File: config.mk
export PLATFORM = sky130hd
export DESIGN_NAME = ifu_fetch
export DESIGN_NICKNAME = d
export VERILOG_FILES = /design/src/rtl/ifu_fetch_pkg.sv /design/src/rtl/ifu_fifo.sv /design/src/rtl/ifu_fetch.sv
export SDC_FILE = /design/constraint.sdc
export NUM_CORES = 1
export LEC_CHECK = 0
export BUFFER_PORTS_ARGS = -buffer_cell sky130_fd_sc_hd__buf_2
export CAP_MARGIN = 20
export CORE_MARGIN = 2
export CORE_UTILIZATION = 50
export CTS_CLUSTER_SIZE = 10
export DETAILED_ROUTE_END_ITERATION = 10
export PLACE_DENSITY_LB_ADDON = 0.15
export SYNTH_ARGS = -nofsm -noshare
export SYNTH_HDL_FRONTEND = slang
export SYNTH_SLANG_ARGS = --single-unit
File: constraint.sdc
create_clock -name clk -period 5.5 [get_ports clk]
set_clock_uncertainty 0.05 [all_clocks]
set_input_delay 0.275 -clock clk [delete_from_list [all_inputs] [get_ports clk]]
set_output_delay 0.275 -clock clk [all_outputs]
set_load 0.02 [all_outputs]
File: src/rtl/ifu_fetch_pkg.sv
// ifu_fetch_pkg: shared fetch-stage definitions
package ifu_fetch_pkg;
  localparam int ILEN = 32;
  localparam int PC_STEP = 4;
  localparam logic [31:0] RESET_PC_DEF = 32'h0000_0000;
  typedef struct packed {
    logic [31:0] pc;
    logic [ILEN-1:0] instr;
    logic err;
  } fetch_entry_t;
endpackage

File: src/rtl/ifu_fifo.sv
// ifu_fifo: synchronous FIFO with flush and combinational head
module ifu_fifo #(
  parameter int W = 8,
  parameter int DEPTH = 2
) (
  input  logic clk,
  input  logic rst_n,
  input  logic push,
  input  logic pop,
  input  logic flush,
  input  logic [W-1:0] din,
  output logic full,
  output logic empty,
  output logic [$clog2(DEPTH):0] count,
  output logic [W-1:0] head
);
  localparam int PW = $clog2(DEPTH);
  logic [W-1:0] mem [DEPTH];
  logic [PW:0] wptr, rptr;
  always_ff @(posedge clk or negedge rst_n)
    if (!rst_n) begin
      wptr <= '0;
      rptr <= '0;
    end else if (flush) begin
      wptr <= '0;
      rptr <= '0;
    end else begin
      if (push) wptr <= wptr + (PW+1)'(1);
      if (pop) rptr <= rptr + (PW+1)'(1);
    end
  always_ff @(posedge clk)
    if (push && !flush) mem[wptr[PW-1:0]] <= din;
  assign count = wptr - rptr;
  assign full = count == (PW+1)'(DEPTH);
  assign empty = wptr == rptr;
  assign head = mem[rptr[PW-1:0]];
endmodule

File: src/rtl/ifu_fetch.sv
// ifu_fetch: in-order instruction fetch with credit-limited bus requests and jump flush
module ifu_fetch
  import ifu_fetch_pkg::*;
#(
  parameter int AW = 32,
  parameter int DW = 32,
  parameter int FIFO_DEPTH = 2,
  parameter logic [AW-1:0] RESET_PC = AW'(RESET_PC_DEF)
) (
  input  logic clk,
  input  logic rst_n,
  input  logic i_jump_valid,
  input  logic [AW-1:0] i_jump_pc,
  input  logic i_holding,
  output logic o_ibus_req,
  output logic [AW-1:0] o_ibus_addr,
  input  logic i_ibus_gnt,
  input  logic i_ibus_rvalid,
  input  logic [DW-1:0] i_ibus_rdata,
  input  logic i_ibus_err,
  output logic o_valid,
  output logic [AW-1:0] o_pc,
  output logic [DW-1:0] o_instr,
  output logic o_fetch_err
);
  localparam int CW = $clog2(FIFO_DEPTH) + 1;
  localparam int EW = AW + DW + 1;
  logic [AW-1:0] fetch_pc, resp_pc, jump_pc;
  logic [CW-1:0] outstanding, drop_cnt, count;
  logic [CW+1:0] inflight;
  logic [EW-1:0] head;
  logic full, empty, grant, drop, keep, push, pop;
  assign jump_pc = i_jump_pc & ~AW'(3);
  assign inflight = (CW+2)'(count) + (CW+2)'(outstanding) + (CW+2)'(drop_cnt);
  assign o_ibus_req = rst_n && !i_jump_valid && inflight < (CW+2)'(FIFO_DEPTH);
  assign o_ibus_addr = fetch_pc;
  assign grant = o_ibus_req && i_ibus_gnt;
  assign drop = i_ibus_rvalid && drop_cnt != '0;
  assign keep = i_ibus_rvalid && drop_cnt == '0;
  assign push = keep && !i_jump_valid;
  assign pop = o_valid && !i_holding && !i_jump_valid;
  assign o_valid = !empty;
  assign {o_pc, o_instr, o_fetch_err} = empty ? '0 : head;
  always_ff @(posedge clk or negedge rst_n)
    if (!rst_n) begin
      fetch_pc <= RESET_PC;
      resp_pc <= RESET_PC;
      outstanding <= '0;
      drop_cnt <= '0;
    end else if (i_jump_valid) begin
      fetch_pc <= jump_pc;
      resp_pc <= jump_pc;
      drop_cnt <= drop_cnt + outstanding + CW'(grant) - CW'(i_ibus_rvalid);
      outstanding <= '0;
    end else begin
      if (grant) fetch_pc <= fetch_pc + AW'(PC_STEP);
      if (push) resp_pc <= resp_pc + AW'(PC_STEP);
      outstanding <= outstanding + CW'(grant) - CW'(keep);
      drop_cnt <= drop_cnt - CW'(drop);
    end
  ifu_fifo #(.W(EW), .DEPTH(FIFO_DEPTH)) u_fifo (
    .clk(clk),
    .rst_n(rst_n),
    .push(push),
    .pop(pop),
    .flush(i_jump_valid),
    .din({resp_pc, i_ibus_rdata, i_ibus_err}),
    .full(full),
    .empty(empty),
    .count(count),
    .head(head)
  );
  assert property (@(posedge clk) disable iff (!rst_n) !(push && full));
endmodule
* Word level (Yosys, flattened, before mapping)
Memories as Yosys holds them, arrays and structs flattened.
Index checks and enable logic that the tools add are counted.
** Word-level totals
- Bits in registers :: 72
- Latch bits :: 0
- Memory bits (writable) :: 130
- Memory bits (read-only) :: 0
- Input bits :: 71
- Output and inout port bits :: 99
- Logic and storage cells :: 52
- Memories :: 1
** Cells by class
- Add/subtract/negate cells :: 13
- Multipliers :: 0
- Divide/modulo/power cells :: 0
- Magnitude comparators :: 1
- Equal/unequal tests :: 1
- Shift-type cells :: 0
- Mux-type cells :: 13
- Bitwise logic cells :: 0
- Reduce and logical (&&, ||, !) cells :: 17
** Memory list
- u_fifo.mem :: depth 2, bits a word 65, rd ports 1, clocked after Yosys merged registers in 0, wr ports 1, line ifu_fifo.sv:18 : logic [W-1:0] mem [DEPTH];
** Operators by type and width (number)
- 2-to-1 mux 32 bit :: 4
- 2-to-1 mux 65 bit :: 1
- adder 32 x 3 -> 32 bit (second input constant) :: 2
- 2-to-1 mux 2 bit :: 6
- logical AND 1 bit :: 9
- nonzero test 2 bit :: 4
- subtractor 2 x 1 -> 2 bit :: 3
- adder 2 x 1 -> 2 bit :: 2
- adder 2 x 1 -> 2 bit (second input constant) :: 2
- adder 3 x 2 -> 4 bit :: 1
- less-than comparator 4 x 2 -> 1 bit (second input constant) :: 1
- adder 2 x 2 -> 3 bit :: 1
- logical NOT 1 bit :: 3
- adder 2 bit :: 1
- equality test 2 bit :: 1
- logical NOT 2 bit :: 1
- 2-to-1 mux 1 bit :: 2
- subtractor 2 bit :: 1

* Longest topological paths before layout
Gate-level depths: netlist of run 1.
- Depth in word-level cells :: 9
- Depth in mapped cells :: 15
- Depth with buffers taken out :: 14

* By module
From an unflattened synthesis of run 1, not the netlist that was laid out.
** Unflattened totals
- Cell total of the unflattened synthesis :: 715
- Area total of the unflattened synthesis :: 9210.1 µm²
** By module, submodules not included
- ifu_fifo :: instances 1, cells an instance 226, area an instance 5001.0 µm², seq. area each 4003.8 µm²
- ifu_fetch :: instances 1, cells an instance 489, area an instance 4209.0 µm², seq. area each 1601.5 µm²

* Worst setup path before layout of run 1
OpenSTA, ideal clock, no wires.
- Path type :: register to register
- Start point :: register drop_cnt[1]
- End point :: memory u_fifo.mem[1][0] in the netlist's numbering (enable)
- Setup time :: 0.562 ns
- Arrival time :: 5.290 ns
- Required time :: 4.888 ns
- Setup slack :: -0.402 ns
- Stages on the path, launching flop included :: 4
- Buffers on the path :: 1
- Period minus slack after synthesis :: 5.902 ns
- Cell sequence :: dfrtp_1 > or3b_4 > buf_6 > nor3_1
** On the way
- Word-level cells in the longest chain between the ends :: 6
** RTL lines
- start, declared :: line ifu_fetch.sv:29 : logic [CW-1:0] outstanding, drop_cnt, count;
- start signal, assigned :: line ifu_fetch.sv:53 : drop_cnt <= drop_cnt + outstanding + CW'(grant) - CW'(i_ibus_rvalid);
- start signal, assigned :: line ifu_fetch.sv:59 : drop_cnt <= drop_cnt - CW'(drop);
- logical NOT 2 bit :: line ifu_fetch.sv:39 : assign keep = i_ibus_rvalid && drop_cnt == '0;
- logical AND 1 bit :: line ifu_fetch.sv:39
- logical AND 1 bit :: line ifu_fetch.sv:40 : assign push = keep && !i_jump_valid;
- logical AND 1 bit :: line ifu_fifo.sv:32 : if (push && !flush) mem[wptr[PW-1:0]] <= din;
- 2-to-1 mux 1 bit :: line ifu_fifo.sv:32
- 2-to-1 mux 1 bit (not written as such) :: line ifu_fifo.sv:32
- end, declared :: line ifu_fifo.sv:18
No other way between the ends.

* Final worst setup path of run 1
- Start point :: register u_fifo.wptr[0]
- End point :: register outstanding[1]
** On the way
- Word-level cells in the longest chain between the ends :: 9
** RTL lines
- start, declared :: line ifu_fifo.sv:19 : logic [PW:0] wptr, rptr;
- start signal, assigned :: line ifu_fifo.sv:28 : if (push) wptr <= wptr + (PW+1)'(1);
- subtractor 2 bit :: line ifu_fifo.sv:33 : assign count = wptr - rptr;
- adder 2 x 2 -> 3 bit :: line ifu_fetch.sv:34 : assign inflight = (CW+2)'(count) + (CW+2)'(outstanding) + (CW+2)'(drop_cnt);
- adder 3 x 2 -> 4 bit :: line ifu_fetch.sv:34
- less-than comparator 4 x 2 -> 1 bit :: line ifu_fetch.sv:35 : assign o_ibus_req = rst_n && !i_jump_valid && inflight < (CW+2)'(FIFO_DEPTH);
- logical AND 1 bit :: line ifu_fetch.sv:35
- logical AND 1 bit :: line ifu_fetch.sv:37 : assign grant = o_ibus_req && i_ibus_gnt;
- adder 2 x 1 -> 2 bit :: line ifu_fetch.sv:58 : outstanding <= outstanding + CW'(grant) - CW'(keep);
- subtractor 2 x 1 -> 2 bit :: line ifu_fetch.sv:58
- 2-to-1 mux 2 bit :: line ifu_fetch.sv:50 : end else if (i_jump_valid) begin
- end signal, assigned :: line ifu_fetch.sv:58
- end, declared :: line ifu_fetch.sv:29
No other way between the ends.
A chain may end at the register's enable or synchronous reset.

==> flow_summary_export.csv, run 1 <==
group,metric,value,unit
critical_path,r2r_start,"u_fifo.wptr[0]",
die,placementRows,48,
detailed_routing,ant_nets,0,
clock_tree,cts_setup_buffers,0,
critical_path,crit_type,"register to register",
power_and_ir_drop,static-leakage-power,4.19,nW
placement,place_worst_setup_slack,1.64,ns
critical_path,launching_element_type_of_the_critical_path,"register",
clock_tree,cts_num_sinks,194,
cells_and_area,finish.cell_count_without_fillers,1118,
die,die_w,136,um
sta,slew_hr,25.1,%
die,fp.dieArea,18400,sq um
placement,dpl.cell_count,1053,
sta,hold_ws,0.0313,ns
die,std_cell_core_area,17100,sq um
detailed_routing,detail_route.first_pass.iterations,5,
detailed_routing,num_vias,6101,
critical_path,cp_endpoint_kind,"register",
power_and_ir_drop,share_clk_of_total_power,30.9,%
synthesis,post_synth_num_cell_types,52,
global_route,global_route_wire_length_before_repair,30100,um
power_and_ir_drop,worst_case_vdd_ir_drop,0.000242,V
sta,final-hold-violation-count,0,
global_route,grt_usage,21.2,%
min_path,holdPathEnd,"o_ibus_addr[21]",
detailed_routing,route.final.wire_length,19100,um
die,ioPinCount,170,
critical_path,timing.critical_path.required,5.74,ns
sta,max_clock_freq,259,MHz
critical_path,reg2reg_setup_slack,1.63,ns
clock_tree,ctsLongestPathBuffers,2,
placement,post-dp-hpwl,12600,um
cells_and_area,area_delta_synth_final,23.0,%
global_route,grt_max_degree,77,
synthesis,syn_area_per_cell,12.6,sq um
critical_path,critPathTopFamily,"adder cells",
synthesis,postSynthCellCount,688,
synthesis,count_of_synthesis_stage_warnings_from_yosys,0,
clock_tree,clk_pin_slew,0.07,ns
detailed_routing,post_drt_wl_per_cell,17.1,um
sta,timing_worst_slew_pin_value,1.12,ns
clock_tree,latest_clock_arrival_within_the_worst_skew_pair,0.43,ns
run,cap_viol_max_count,0,
global_route,aggregate_global_routing_overflow,0,
detailed_routing,drt_first_iter_violations,442,
status,status,"finished clean",
global_route,antenna_violations_before_repair,0,
synthesis,yosys_register_bits,194,
critical_path,path_buf_inv,3,
placement,io_buffers,163,
synthesis,seq_area_frac_synth,63.3,%
critical_path,crit_path_top_delay_cell,"or4b_4",
synthesis,number_of_synthesized_flops_with_an_enable_pin,126,
die,floorplan.initialDensity,50.6,%
sta,fin_crit,3.87,ns
min_path,hp-class,"primary input to register",
critical_path,cp_max_fo,14,
cells_and_area,layout_common_cells,"buf_2 (163), edfxtp_1 (126), nor2_1 (79), dfrtp_1 (67), mux2i_1 (63)",
die,die_height,136,um
sta,finalSetupViolCount,0,
critical_path,worst-endpoint-arrival,4.10,ns
detailed_routing,detail_route.drc_violations,0,
global_route,first_global_vias,5934,
sta,finalCritPeriodShare,70.3,%
critical_path,critical_path.reg2reg.endpoint,"outstanding[1]",
cells_and_area,design_area,10700,sq um
placement,total_placed_instance_area,9680,sq um
power_and_ir_drop,fin_total_pwr,0.00431,W
power_and_ir_drop,seq_power_share,41.9,%
synthesis,postSynth.topFlopCell,"edfxtp_1",
cells_and_area,nets,963,
clock_tree,tritoncts_clock_tree,"yes",
detailed_routing,viasPerCell,5.46,
cells_and_area,final_common_cell,"buf_2",
synthesis,syn-cell-area,8660,sq um
clock_tree,cts_repair_resize_count,0,
power_and_ir_drop,power.switching,0.00143,W
critical_path,cp_common_cell,"ha_1",
clock_tree,cts_made_buffers,17,
cells_and_area,drive_above_1_share,24.5,%
sta,rsz0062_at_grt,"no",
critical_path,crit_path_cell_trace,"inv_1, ha_1, xnor2_1, fa_1, ha_1, or4b_4, nor2_8, inv_2, ha_1, inv_1, ha_1, xor2_1, xnor2_1, nor2_1",
cells_and_area,num_antenna_cells,0,
clock_tree,cts_root_buffer,"clkbuf_16",
placement,finalWeightedCongestion,0.929,
critical_path,ff2ff_path_depth,14,
power_and_ir_drop,cell_internal_pwr,0.00288,W
power_and_ir_drop,switching_share,33.1,%
synthesis,synth-async-reset-ratio,35.1,%
sta,postLayoutSetupSlackWorst,1.63,ns
critical_path,critPathMaxStageDelay,0.63,ns
min_path,min-delay-start,"i_jump_pc[21]",
min_path,hold-path-cell-count,3,
clock_tree,cts-htree-levels,4,
sta,final-max-slew-violation-count,0,
power_and_ir_drop,cellPowerDensity,404,nW/um^2
clock_tree,cts_hold_buf,33,
power_and_ir_drop,combinationalPowerShare,27.2,%
[tightest hold or removal path, stage by stage]
cell	delay [ns]
buf_2	0.08
nand2_1	0.06
nand3_1	0.06
[synthesized netlist by cell type, types with 2 or more instances]
master	n	area share [%]
nor4_4	3	0.74
a31oi_1	3	0.22
o311ai_1	4	0.40
buf_4	5	0.43
nand4_1	19	1.4
mux2_2	2	0.26
or3_1	4	0.29
and4_1	4	0.40
or4_1	4	0.35
nor2_1	79	3.4
o21ai_1	17	0.98
and3_1	8	0.58
mux2i_1	63	7.3
dfrtp_1	68	20
nand2_1	60	2.6
o311ai_0	12	1.2
nor4_2	2	0.29
nor3_1	5	0.29
ha_1	11	1.6
xnor2_1	12	1.2
edfxtp_1	126	44
inv_1	12	0.52
and2_1	5	0.36
o211ai_1	12	1.0
a21oi_1	4	0.23
o21ai_0	22	1.3
buf_1	9	0.39
clkbuf_1	16	0.69
nand3_1	40	2.3
xor2_1	34	3.4
nand2b_1	2	0.14
[layout make-up]
class	instances	area, sq um
Fill cell	1371	6460
Sequential cell	194	5490
Multi-Input combinational cell	452	3000
Timing Repair Buffer	202	1190
Clock buffer	17	425
Tap cell	225	282
Clock inverter	15	215
Inverter	13	48.8
[metal layers]
metal / vias up / share of wire [%] / global-route usage [%]
li1: 2905 / - / -
met3: 26 / 7.4 / 3.93
met2: 256 / 45 / 32.7
met4: 0 / 1.5 / 7.41
met5: - / 0 / 0
met1: 2914 / 46 / 30.4
[logic make-up (layout without fill, tap and decap cells)]
| kind of cell | count (synthesis) | after routing | synth area share, % |
|---|---|---|---|
| muxes | 65 | 65 | 7.54 |
| buffers and inverters | 45 | 247 | 2.27 |
| other | 1 | 4 | 0.0433 |
| adders and majority gates | 12 | 12 | 1.82 |
| AOI/OAI and AO/OA | 79 | 79 | 5.84 |
| and+or+nand+nor | 246 | 246 | 14.5 |
| xor gates and xnor gates | 46 | 46 | 4.65 |
| DFF | 194 | 194 | 63.3 |
[power by group through the flow]
stage / Sequential [W] / Combinational [W] / Clock (W)
after floorplan: 0.00184 / 0.000778 / 0
after global placement: 0.00182 / 0.00114 / 0
after detailed placement: 0.00183 / 0.00116 / 0
after CTS: 0.00180 / 0.00119 / 0.00135
after global routing: 0.00182 / 0.00128 / 0.00142
final: 0.00180 / 0.00117 / 0.00133
[registers in the layout (all words and copies together) (netlist names)]
| signal | flops |
|---|---|
| resp_pc | 30 |
| u_fifo.rptr | 2 |
| u_fifo.wptr | 2 |
| o_ibus_addr | 30 |
| outstanding | 2 |
| drop_cnt | 2 |
| u_fifo.mem | 126 |
[worst max-delay path by stage]
stage | from | endpoint | slack [ns] | cells after the start
global placement | u_fifo.rptr[0] | outstanding[1] | 1.73 | 13
detailed placement | u_fifo.rptr[0] | outstanding[1] | 1.64 | 13
finish | u_fifo.wptr[0] | outstanding[1] | 1.63 | 14
global route | u_fifo.wptr[0] | outstanding[1] | 1.42 | 14
floorplan | drop_cnt[1] | u_fifo.mem[1][0] | -0.40 | 3
CTS | u_fifo.wptr[0] | outstanding[1] | 1.60 | 14
[through the flow]
| step | TNS, ns | util (%) |
|---|---|---|
| 2_1_floorplan | -50.62 | - |
| 3_3_place_gp | 0 | 56.6 |
| 3_5_place_dp | 0 | 56.6 |
| 4_1_cts | 0 | 62.2 |
| 5_1_grt | 0 | 62.2 |
| 6_report | 0 | 62.2 |
Power figures use the tool's default switching activity.
==> run 2: changes to the inputs <==
--- a/config.mk
+++ b/config.mk
@@ -8,7 +8,7 @@
 export BUFFER_PORTS_ARGS = -buffer_cell sky130_fd_sc_hd__buf_2
 export CAP_MARGIN = 20
 export CORE_MARGIN = 2
-export CORE_UTILIZATION = 50
+export CORE_UTILIZATION = 55
 export CTS_CLUSTER_SIZE = 10
 export DETAILED_ROUTE_END_ITERATION = 10
 export PLACE_DENSITY_LB_ADDON = 0.15
==> constraint.sdc (replaced) <==
create_clock -name clk -period 3.7 [get_ports clk]
set_clock_uncertainty 0.05 [all_clocks]
set_input_delay 0.185 -clock clk [delete_from_list [all_inputs] [get_ports clk]]
set_output_delay 0.185 -clock clk [all_outputs]
set_load 0.02 [all_outputs]
==> run 2 against run 1 <==
  * Combinational power is 56% higher
  * Power grew 47%
  * Fmax is 10% higher
  * Global-route usage increased by 2.8 points
  * Register-to-register slack worse by 1.4 ns
  * Flip-flop and latch count did not move
  * Critical endpoint unchanged
  * Utilization increased by 9.2 points
  * Non-clock buffer count up 35
==> flow_summary_export.csv, run 2 (synthesis gave the netlist of run 1 again) <==
group,metric,value,unit
status,status,"finished clean",
clock_tree,cts-htree-levels,4,
detailed_routing,route.final.wire_length,19900,um
power_and_ir_drop,share_clk_of_total_power,28.9,%
clock_tree,cts_num_sinks,194,
die,die_w,129,um
power_and_ir_drop,cell_internal_pwr,0.00424,W
power_and_ir_drop,seq_power_share,42.3,%
detailed_routing,met1_length,8720,um
global_route,grt_max_degree,67,
detailed_routing,wl_met3,1330,um
detailed_routing,viasPerCell,5.59,
global_route,antenna_violations_before_repair,0,
clock_tree,tritoncts_clock_tree,"yes",
power_and_ir_drop,switching_share,33.1,%
global_route,first_global_vias,6281,
detailed_routing,met2RoutedLength,9300,um
detailed_routing,num_vias,6366,
critical_path,launching_element_type_of_the_critical_path,"register",
sta,final-max-slew-violation-count,0,
clock_tree,latest_clock_arrival_within_the_worst_skew_pair,0.43,ns
die,floorplan.initialDensity,56.5,%
global_route,global_route_wire_length_before_repair,31100,um
placement,io_buffers,163,
die,placementRows,45,
critical_path,r2r_start,"u_fifo.wptr[0]",
critical_path,worst-endpoint-arrival,3.75,ns
sta,slew_hr,26.9,%
critical_path,critPathTopFamily,"adder cells",
sta,tns,0,ns
critical_path,critical_path.reg2reg.endpoint,"outstanding[1]",
critical_path,cp_max_fo,4,
cells_and_area,design_area,10900,sq um
detailed_routing,ant_nets,0,
placement,finalWeightedCongestion,0.861,
power_and_ir_drop,power.switching,0.00210,W
die,ioPinCount,170,
min_path,min-delay-start,"i_jump_pc[15]",
detailed_routing,detail_route.drc_violations,0,
critical_path,cp_common_cell,"ha_1",
sta,rsz0062_at_grt,"no",
cells_and_area,num_antenna_cells,0,
critical_path,path_buf_inv,3,
cells_and_area,area_delta_synth_final,26.3,%
clock_tree,cts_root_buffer,"clkbuf_16",
cells_and_area,nets,998,
critical_path,crit_type,"register to register",
critical_path,critPathMaxStageDelay,0.63,ns
global_route,aggregate_global_routing_overflow,0,
critical_path,crit_path_cell_trace,"inv_1, ha_1, xnor2_2, fa_1, ha_1, or4b_4, nor2_8, inv_2, ha_1, inv_1, ha_1, xor2_1, xnor2_1, nor2_1",
critical_path,crit_path_top_delay_cell,"or4b_4",
power_and_ir_drop,worst_case_vdd_ir_drop,0.000346,V
min_path,holdPathEnd,"o_ibus_addr[15]",
cells_and_area,drive_above_1_share,24.2,%
sta,fin_crit,3.51,ns
detailed_routing,drt_first_iter_violations,403,
placement,post-dp-hpwl,12800,um
sta,finalCritPeriodShare,95.0,%
die,std_cell_core_area,15300,sq um
global_route,grt_usage,24.0,%
cells_and_area,layout_common_cells,"buf_2 (163), edfxtp_1 (126), nor2_1 (79), dfrtp_1 (67), mux2i_1 (63)",
power_and_ir_drop,combinationalPowerShare,28.7,%
power_and_ir_drop,cellPowerDensity,580,nW/um^2
detailed_routing,top_layer_used,"met4",
detailed_routing,post_drt_wl_per_cell,17.4,um
clock_tree,ctsLongestPathBuffers,2,
critical_path,timing.critical_path.required,3.94,ns
critical_path,reg2reg_setup_slack,0.19,ns
cells_and_area,final_util,71.4,%
die,die_height,129,um
clock_tree,clk_pin_slew,0.07,ns
power_and_ir_drop,static-leakage-power,4.33,nW
min_path,hp-class,"primary input to register",
critical_path,ff2ff_path_depth,14,
sta,final-hold-violation-count,0,
clock_tree,cts_made_buffers,17,
sta,finalSetupViolCount,0,
sta,timing_worst_slew_pin_value,1.10,ns
die,fp.dieArea,16800,sq um
cells_and_area,final_common_cell,"buf_2",
placement,total_placed_instance_area,9720,sq um
min_path,hold-path-cell-count,3,
cells_and_area,flip_flop_count_of_the_largest_register_after_layout,126,
sta,max_clock_freq,285,MHz
detailed_routing,detail_route.first_pass.iterations,5,
critical_path,cp_endpoint_kind,"register",
run,cap_viol_max_count,0,
run 2: tightest hold or removal path, delay by kind of cell:
family                 cells  cell delay, ns
AOI/OAI and AO/OA          1            0.09
and+or+nand+nor            1            0.09
buffers and inverters      1            0.08
run 2: timing repair:
item	in CTS	in global routing
resized for setup	0	1
setup endpoints to repair	0	3
hold buffers	61	0
buffers inserted	0	1
endpoints found under the hold margin	111	0
run 2: layout make-up:
| type | instances | area [sq um] |
|---|---|---|
| fillers | 1068 | 4380 |
| repair buffers | 237 | 1520 |
| clock inverters | 15 | 166 |
| multi-input cells | 452 | 3020 |
| well taps | 211 | 264 |
| clock buffers | 17 | 425 |
| flip-flops and latches | 194 | 5490 |
| inverters | 13 | 48.8 |
run 2: worst max path at each step:
stage                   startpoint  slack, ns               end  cells after the start
finish              u_fifo.wptr[0]       0.19    outstanding[1]                     14
global route        u_fifo.wptr[0]       0.03    outstanding[1]                     14
CTS                 u_fifo.wptr[0]       0.08    outstanding[1]                     14
detailed placement  u_fifo.wptr[0]       0.13    outstanding[1]                     14
global placement    u_fifo.wptr[0]       0.20    outstanding[1]                     14
floorplan              drop_cnt[1]      -0.25  u_fifo.mem[0][0]                      3
run 2: stage by stage:
stage	hold WS, ns	cells	power (W)	worst slack, ns
3_3_place_gp	-0.00519	1045	0.00444	0.200
3_5_place_dp	0.000252	1045	0.00449	0.129
5_1_grt	0.0202	1139	0.00663	0.0300
4_1_cts	0.00432	1138	0.00636	0.0818
2_1_floorplan	-0.161	691	0.00389	-0.251
6_report	0.0165	1139	0.00634	0.186
run 2: power groups by stage:
stage | registers, W | logic [W] | clock network (W)
floorplan | 0.00273 | 0.00116 | 0
global placement | 0.00271 | 0.00173 | 0
detailed placement | 0.00272 | 0.00176 | 0
CTS | 0.00268 | 0.00182 | 0.00186
global route | 0.00271 | 0.00198 | 0.00194
finish | 0.00269 | 0.00182 | 0.00183
run 2: routing by layer:
layer	vias up	GRT usage [%]
li1	2974	-
met1	3079	32.8
met3	41	3.88
met2	272	38.7
met4	0	10.4
met5	-	0
==> run 3: changes to the inputs <==
--- a/config.mk
+++ b/config.mk
@@ -7,7 +7,6 @@
 export LEC_CHECK = 0
 export BUFFER_PORTS_ARGS = -buffer_cell sky130_fd_sc_hd__buf_2
 export CAP_MARGIN = 20
-export CORE_MARGIN = 2
 export CORE_UTILIZATION = 55
 export CTS_CLUSTER_SIZE = 10
 export DETAILED_ROUTE_END_ITERATION = 10
==> run 3 against run 2 <==
  * Global-route usage grew 1.3 points
  * Wire length is 0.47% lower
  * Register-to-register slack barely moved
  * Clock power about the same
  * Non-clock buffer count fell by 1
  * Combinational power about the same
  * Cell count hardly changed
  * Sequential share of layout area grew 0.080 points
  * Utilization grew 0.15 points
  * Sequential power is essentially flat
==> flow_summary_export.csv, run 3 (synthesis gave the netlist of run 1 again) <==
group,metric,value,unit
critical_path,cp_endpoint_kind,"register",
placement,dpl.cell_count,1044,
critical_path,timing.critical_path.required,3.96,ns
power_and_ir_drop,power.switching,0.00206,W
cells_and_area,final_util,71.6,%
clock_tree,cts-htree-levels,4,
power_and_ir_drop,fin_total_pwr,0.00632,W
detailed_routing,num_vias,6375,
min_path,hold-path-cell-count,3,
cells_and_area,flip_flop_count_of_the_largest_register_after_layout,126,
cells_and_area,multi_input_logic_area,3010,sq um
min_path,min-delay-start,"i_jump_pc[4]",
cells_and_area,nets,997,
detailed_routing,route.final.wire_length,19800,um
sta,rsz0062_at_grt,"no",
critical_path,launching_element_type_of_the_critical_path,"register",
sta,timing_worst_slew_pin_value,0.857,ns
global_route,global_route_wire_length_before_repair,31500,um
detailed_routing,ant_nets,0,
critical_path,reg2reg_setup_slack,0.19,ns
cells_and_area,area_delta_synth_final,26.1,%
detailed_routing,detail_route.drc_violations,0,
critical_path,cp_max_fo,9,
clock_tree,cts_num_sinks,194,
critical_path,r2r_start,"u_fifo.wptr[0]",
clock_tree,cts_setup_buffers,0,
sta,tns,0,ns
detailed_routing,viasPerCell,5.60,
power_and_ir_drop,switching_share,32.6,%
placement,post-dp-hpwl,12900,um
placement,finalWeightedCongestion,0.908,
status,status,"finished clean",
min_path,holdPathEnd,"o_ibus_addr[4]",
critical_path,crit_type,"register to register",
power_and_ir_drop,static-leakage-power,4.32,nW
sta,final-max-slew-violation-count,0,
die,die_w,127,um
clock_tree,cts_repair_resize_count,0,
detailed_routing,drt_first_iter_violations,504,
cells_and_area,seq_area,5490,sq um
die,ioPinCount,170,
clock_tree,tritoncts_clock_tree,"yes",
cells_and_area,num_antenna_cells,0,
global_route,grt_max_degree,64,
power_and_ir_drop,share_clk_of_total_power,28.7,%
die,die_height,127,um
critical_path,ff2ff_path_depth,13,
global_route,grt_usage,25.4,%
sta,finalSetupViolCount,0,
placement,io_buffers,163,
power_and_ir_drop,seq_power_share,42.5,%
sta,max_clock_freq,285,MHz
min_path,hp-class,"primary input to register",
die,std_cell_core_area,15300,sq um
die,placementRows,45,
clock_tree,clk_pin_slew,0.06,ns
sta,final-hold-violation-count,0,
sta,slew_hr,42.8,%
power_and_ir_drop,combinationalPowerShare,28.8,%
sta,postLayoutSetupSlackWorst,0.188,ns
cells_and_area,drive_above_1_share,23.3,%
global_route,antenna_violations_before_repair,0,
cells_and_area,finish.cell_count_without_fillers,1138,
run,cap_viol_max_count,0,
die,fp.dieArea,16200,sq um
placement,place_worst_setup_slack,0.165,ns
clock_tree,cts_made_buffers,17,
critical_path,critical_path.reg2reg.endpoint,"drop_cnt[1]",
cells_and_area,final_common_cell,"buf_2",
clock_tree,latest_clock_arrival_within_the_worst_skew_pair,0.43,ns
die,floorplan.initialDensity,56.8,%
clock_tree,cts_root_buffer,"clkbuf_16",
sta,finalCritPeriodShare,94.9,%
sta,fin_crit,3.51,ns
detailed_routing,post_drt_wl_per_cell,17.4,um
detailed_routing,detail_route.first_pass.iterations,7,
clock_tree,ctsLongestPathBuffers,2,
cells_and_area,layout_common_cells,"buf_2 (163), edfxtp_1 (126), nor2_1 (79), dfrtp_1 (67), mux2i_1 (63)",
critical_path,worst-endpoint-arrival,3.77,ns
cells_and_area,fillCellCount,1084,
global_route,aggregate_global_routing_overflow,0,
power_and_ir_drop,cell_internal_pwr,0.00426,W
global_route,first_global_vias,6234,
power_and_ir_drop,worst_case_vdd_ir_drop,0.000331,V
power_and_ir_drop,cellPowerDensity,579,nW/um^2
[run 3: cell types whose count changed in the layout (fill, tap and decap cells not counted), sizes merged]
cell and change:
clkbuf +8, clkinvlp -4, clkinv -3, buf -2, dlygate4sd3 +1, inv -1
[run 3: worst max-delay path: stages (launching register included)]
cell     delay [ns]
dfrtp_1        0.42
inv_1          0.13
ha_1           0.22
xnor2_1        0.20
fa_1           0.45
ha_1           0.32
or4b_4         0.62
nor2_8         0.12
buf_4          0.20
xnor2_1        0.13
ha_1           0.17
xor2_1         0.16
xnor2_1        0.13
a21oi_1        0.08
[run 3: layout make-up]
class | instances | area share (%)
sequential | 194 | 50.3
timing repair buffer | 236 | 14.0
clock buffer | 25 | 4.26
clock inverter | 7 | 0.997
multi-input combinational | 452 | 27.6
tap | 211 | 2.42
inverter | 13 | 0.447
[run 3: metal layers]
metal  wire [um]  global-route usage (%)
met3        1360                    5.49
met2        9330                    40.8
met1        8590                    33.8
met4         474                    10.4
met5           0                       0
[run 3: worst max-delay path by stage]
stage	startpoint	slack, ns	cells after the start	to
final	u_fifo.wptr[0]	0.19	13	drop_cnt[1]
after floorplan	drop_cnt[1]	-0.25	3	u_fifo.mem[0][0]
after CTS	u_fifo.wptr[0]	0.15	14	outstanding[1]
after global placement	u_fifo.wptr[0]	0.20	13	drop_cnt[1]
after detailed placement	u_fifo.wptr[0]	0.17	14	outstanding[1]
after global routing	u_fifo.wptr[0]	0.01	14	outstanding[1]
[run 3: timing repair]
item / 4_1_cts / 5_1_grt
endpoints found under the setup margin: 0 / 2
hold endpoints to repair: 130 / 0
hold buffers: 62 / 0
[run 3: metrics by stage]
step | hold WS, ns | area, sq um
6_report | 0.0158 | 10900
5_1_grt | 0.0386 | 10900
4_1_cts | 0.00187 | 10900
3_5_place_dp | 0.0807 | 9730
3_3_place_gp | 0.0715 | 9730
2_1_floorplan | -0.161 | 8680
[run 3: power groups by stage]
stage	registers, W	logic (W)	clock network (W)
after global placement	0.00271	0.00173	0
final	0.00269	0.00182	0.00181
after global routing	0.00271	0.00197	0.00194
after CTS	0.00268	0.00183	0.00185
after detailed placement	0.00272	0.00176	0
after floorplan	0.00273	0.00116	0
